File: src/rtl/spike_raster_fifo.sv
// spike_raster_fifo: captures per-millisecond population rasters as whole frames and
// streams them out as 16-bit words. Optional FRAME_STAMP_EN prepends a frame-count header word.
module spike_raster_fifo #(
  parameter int unsigned DEPTH_FRAMES = 16,
  parameter int unsigned POP_W        = 128,
  parameter int unsigned WORD_W       = 16
) (
  input  logic                          clk,
  input  logic                          reset_n,
  input  logic                          clear,
  input  logic                          frame_tick,
  input  logic [POP_W-1:0]              population,
  input  logic                          rd_en,
  output logic [WORD_W-1:0]             rd_data,
  output logic [15:0]                   words_avail,
  output logic [$clog2(DEPTH_FRAMES):0] frames_stored,
  output logic                          full,
  output logic                          empty,
  output logic [15:0]                   drop_count,
  output logic                          underflow
);

`ifdef FRAME_STAMP_EN
  localparam int unsigned WPF = POP_W / WORD_W + 1;
`else
  localparam int unsigned WPF = POP_W / WORD_W;
`endif
  localparam int unsigned FRAME_W = WPF * WORD_W;
  localparam int unsigned AW      = $clog2(DEPTH_FRAMES);
  localparam int unsigned IW      = $clog2(WPF + 1);
  localparam logic [AW:0] DEPTH_CNT = DEPTH_FRAMES[AW:0];
  localparam logic [IW-1:0] LAST_WORD = IW'(WPF - 1);

  logic [FRAME_W-1:0] mem [DEPTH_FRAMES];
  logic [FRAME_W-1:0] frame_in;
  logic [FRAME_W-1:0] head_frame;
  logic [AW-1:0]      wr_ptr;
  logic [AW-1:0]      rd_ptr;
  logic [IW-1:0]      word_idx;
  logic               capture;
  logic               drop;
  logic               rd_ok;
  logic               rd_under;
  logic               frame_done;

`ifdef FRAME_STAMP_EN
  logic [15:0] frame_cnt;

  // Counts every tick, dropped or not, so the host sees gaps as stamp jumps.
  always_ff @(posedge clk or negedge reset_n) begin
    if (!reset_n)        frame_cnt <= '0;
    else if (clear)      frame_cnt <= '0;
    else if (frame_tick) frame_cnt <= frame_cnt + 16'd1;
  end

  assign frame_in = {population, frame_cnt};
`else
  assign frame_in = population;
`endif

  // Fullness and emptiness are taken from the registered count, i.e. pre-cycle.
  always_comb begin
    full       = (frames_stored == DEPTH_CNT);
    empty      = (frames_stored == '0);
    capture    = frame_tick && !full && !clear;
    drop       = frame_tick && full && !clear;
    rd_ok      = rd_en && !empty && !clear;
    rd_under   = rd_en && empty && !clear;
    frame_done = rd_ok && (word_idx == LAST_WORD);
    head_frame = mem[rd_ptr];
  end

  assign words_avail = 16'(frames_stored) * 16'(WPF) - 16'(word_idx);

  always_ff @(posedge clk) begin
    if (capture) mem[wr_ptr] <= frame_in;
  end

  always_ff @(posedge clk or negedge reset_n) begin
    if (!reset_n) begin
      wr_ptr        <= '0;
      rd_ptr        <= '0;
      word_idx      <= '0;
      frames_stored <= '0;
      rd_data       <= '0;
      drop_count    <= '0;
      underflow     <= 1'b0;
    end else if (clear) begin
      wr_ptr        <= '0;
      rd_ptr        <= '0;
      word_idx      <= '0;
      frames_stored <= '0;
      rd_data       <= '0;
      drop_count    <= '0;
      underflow     <= 1'b0;
    end else begin
      if (capture) wr_ptr <= wr_ptr + 1'b1;
      if (drop && drop_count != '1) drop_count <= drop_count + 16'd1;

      if (rd_ok) begin
        rd_data <= head_frame[int'(word_idx)*WORD_W +: WORD_W];
        if (frame_done) begin
          word_idx <= '0;
          rd_ptr   <= rd_ptr + 1'b1;
        end else begin
          word_idx <= word_idx + 1'b1;
        end
      end else if (rd_under) begin
        rd_data   <= '0;
        underflow <= 1'b1;
      end

      // Capture and frame completion in the same cycle cancel out.
      if (capture && !frame_done)      frames_stored <= frames_stored + 1'b1;
      else if (frame_done && !capture) frames_stored <= frames_stored - 1'b1;
    end
  end

endmodule

File: config.mk
export PLATFORM = sky130hd
export DESIGN_NAME = spike_raster_fifo
export DESIGN_NICKNAME = d
export VERILOG_FILES = /design/src/rtl/spike_raster_fifo.sv
export SDC_FILE = /design/constraint.sdc
export NUM_CORES = 2
export LEC_CHECK = 0
export CAP_MARGIN = 20
export CORE_MARGIN = 3
export CORE_UTILIZATION = 35
export CTS_CLUSTER_SIZE = 14
export DETAILED_ROUTE_END_ITERATION = 8
export PLACE_DENSITY_LB_ADDON = 0.15
export RECOVER_POWER = 100
export SLEW_MARGIN = 20
export SYNTH_ARGS = -nofsm -noshare
export SYNTH_HDL_FRONTEND = slang
export SYNTH_SLANG_ARGS = --single-unit
File: constraint.sdc
create_clock -name clk -period 10.24 [get_ports clk]
set_input_delay 2.048 -clock clk [delete_from_list [all_inputs] [get_ports clk]]
set_output_delay 2.048 -clock clk [all_outputs]
set_load 0.02 [all_outputs]
==> results.md <==
* Status: complete, but fails checks
* Failing checks: capacitance limit, slew limit
* Critical R2R Launch: rd_ptr[0]
* Top cells by area, synth: edfxtp_1 (76%), mux4_2 (14%), dfrtp_1 (1.5%)
* Final instance area at approximately 94,000 um2
* Cell internal power dissipation at between 0.01 and 0.015 W
* Die width at 487 um
* Worst-path clk slew at roughly 0.060 ns
* Synthesized cell area at approximately 81,000 um2
* CTS tree: done
* First-pass GRT wire length at 319,000 um
* Syn Area/Cell at between 20 and 25 um2
* Placed cell area at slightly below 90,000 um2
* Clock Latency Late Sink at about 0.85 ns
* CP Launch Point: clear
* Combinational power share at 0.050
* First-pass DRT Iterations at 7
* Total Wirelength at 226,000 um
* RSZ-0062 raised after global routing: no
* Cts repair resizes at 0
* FF+latch count, synth at ~2,100
* Avg WL per Cell at roughly 31 um
* Setup Crit Path Kind: primary input to register
* CP max-delay cell: clkbuf_1
* Worst EP arrival at 8.62 ns
* Setup-failing EPs final at 0
* Clock buffer count from CTS at between 200 and 250
* Sink Count at around 2,100
* Final Slew Violations at between 1,000 and 1,500
* CTS Hold Bufs at 0
* Setup crit start kind: primary input
* Layout cells sized above 1 at 0.214
* Residual DRC at 0
* Worst Hold Depth at 2
* I/O pin cnt at 189
* Nets at 4,144
* Die area at ~240,000 um2
* Clock power share at 0.428
* H-Tree Depth at 4
* Synth unique cells at 69
* Period utilisation layout at 0.800
* Last element of the critical path: mem[12][45]
* Number of global-route vias before repair at 40,800
* Share of the synthesized area in the top cell type at 0.759
* Reg-to-Reg End: rd_data[3]
* DIE HEIGHT at about 500 um
* P&R area growth vs syn at 15.5%
* Total gr overflow at 0
* Leak at around 28 nW
* Crit path max fanout at between 40 and 50
* Max-cap check violation count at 33
* Longest Clk Path Bufs at 3
* Core area at about 230,000 um2
* Tmin final at 8.19 ns
* Overall power at ~0.019 W
* Syn nets at slightly below 4,000
* CP Capture Type: register
* EDFF count, synth at 2,048
* Sw Pwr at ~0.0040 W
* Setup TNS Final at 0 ns
* Fin. Hold Viols at 0
* Leading area contributor after synthesis: edfxtp_1
* HPWL after DPL at 126,000 um
* Sw Ratio at 0.217
* Worst hold slack at 0.507 ns
* Routability cong. at around 0.74
* Site Rows at about 180
* Max VDD drop at ~0.16 mV
* Reg power frac at 0.522
* Path category of the worst min-delay check: register to register
* CP max stage delay at approximately 2.8 ns
* Most used DFF post-synth: edfxtp_1
* Root buf cell: clkbuf_16
* Largest net degree at the start of global routing at between 100 and 150
* R2R Setup Slk at between 2 and 3 ns
* Most frequent cell on the critical path: clkbuf_1
* Crit-path cells: dlygate4sd3_1, clkbuf_1, nand3b_1, nor2_4, clkbuf_1, clkbuf_2
* Fmax at roughly 120 MHz
* Post-DR vias/cell at roughly 5.5
* Initial drt markers at approximately 3,900
* Slew @ Worst Pin at about 5.1 ns
* Reg2Reg Depth at 8
* Power Density at about 200 nW/um2
* PortBufs at between 150 and 200
* FFs w/ async S/R, synth at 0.0238
* GRT Util Overall at 0.189
* Post-CTS setup buffer count at 0
* Clock Skew at approximately 0.044 ns
* DR vias at a little under 40,000
* Syn Inst Count at between 3,000 and 4,000
* Starting Density at 0.354
* Sequential fraction of the synthesis area at 0.775
* Routed Antenna Nets at 0
* Rel. slew slack at -2.43
* Synth Warn # at 0
* Initial antenna violation count at 56
* WP data required at 10.67 ns
## flip-flops by register name, indices dropped and copies added, names as in the netlist
name           cells
mem             2048
drop_count        16
rd_data           16
frames_stored      5
rd_ptr             4
word_idx           4
wr_ptr             4
underflow          1
## final cells by class
class	count	area (um2)
fill	20100	135000
sequential	2098	62800
multi-input combinational	1388	17100
clock buffer	291	5930
tap	3009	3760
timing repair buffer	277	2630
clock inverter	119	1220
antenna	19	47.5
inverter	10	45.0
## worst max-delay path, delay by kind of cell
family / cells / cell delay, ns
buffers and inverters: 4 / 5.69
AND/OR/NAND/NOR: 2 / 0.77
## placed cells by master (no fill, tap or decap), drive strengths merged, types with 10 or more instances in the layout
cell         netlist  routed
edfxtp          2048    2048
mux2i             70      70
and2              17      17
dfrtp             50      50
or3               13      13
a21oi             54      54
diode              0      19
clkbuf           104     318
bufinv             0      23
mux4             499     499
dlygate4sd3        0     183
o31ai             10      10
nand4             34      34
o21ai             40      40
buf              121      64
a31oi             36      36
clkinv             2      91
ha                13      13
nor2              64      64
a211oi            23      23
and3              17      17
a22oi             96      96
nand3             57      57
nand2            108     108
xnor2             18      18
a211o             24      24
nor4              12      12
a221oi            12      12
inv                8      13
nor2b             11      11
nor3              46      46
## worst min-delay path by stage
| stage | startpoint | to |
|---|---|---|
| after floorplan | word_idx[3] | word_idx[3] |
| after CTS | underflow | underflow |
| after detailed placement | underflow | underflow |
| after global routing | rd_data[12] | rd_data[12] |
| after global placement | underflow | underflow |
| final | underflow | underflow |
## cells by family after synthesis
kind of cell / Yosys count / share of synthesized area
AO/OA/AOI/OAI: 358 / 0.0310
XOR/XNOR: 26 / 0.00281
adder cells (fa/ha/maj): 14 / 0.00226
buffers and inverters: 235 / 0.0148
flip-flops: 2098 / 0.775
multiplexers: 573 / 0.148
AND/OR/NAND/NOR: 417 / 0.0262
## synthesized netlist by cell type, drive strengths merged, types with 18 or more instances
| library cell | number |
|---|---|
| a21oi | 54 |
| xnor2 | 18 |
| buf | 121 |
| a211oi | 23 |
| clkbuf | 104 |
| o21ai | 40 |
| mux4 | 499 |
| nor3 | 46 |
| nor2 | 64 |
| a31oi | 36 |
| nand4 | 34 |
| a211o | 24 |
| nand2 | 108 |
| dfrtp | 50 |
| edfxtp | 2048 |
| a22oi | 96 |
| mux2i | 70 |
| nand3 | 57 |
## per-layer routing
metal | wire length (um) | global-route usage | part of all wire | up-vias
met3 | 15300 | 0.0417 | 0.068 | 371
met1 | 97600 | 0.265 | 0.43 | 21500
li1 | - | - | - | 16400
met2 | 107000 | 0.297 | 0.47 | 1289
met4 | 6410 | 0.0565 | 0.028 | 12
met5 | 76 | 0 | 0.00034 | -
## power by group through the flow
| stage | clock [W] | combinational, W | sequential, W |
|---|---|---|---|
| after floorplan | 0 | 0.000397 | 0.00985 |
| after global placement | 0 | 0.000980 | 0.00985 |
| after detailed placement | 0 | 0.000983 | 0.00986 |
| after CTS | 0.00814 | 0.000986 | 0.00968 |
| after global routing | 0.00848 | 0.000995 | 0.00969 |
| final | 0.00794 | 0.000927 | 0.00968 |
## metrics by stage
stage | cells | util | worst slack (ns)
2_1_floorplan | 3721 | - | 1.42
3_3_place_gp | 6781 | 0.378 | 4.23
3_5_place_dp | 6782 | 0.378 | 4.23
4_1_cts | 7192 | 0.410 | 3.92
5_1_grt | 7201 | 0.409 | 1.85
6_report | 7211 | 0.409 | 2.05
(Power assumes the default switching activity.)
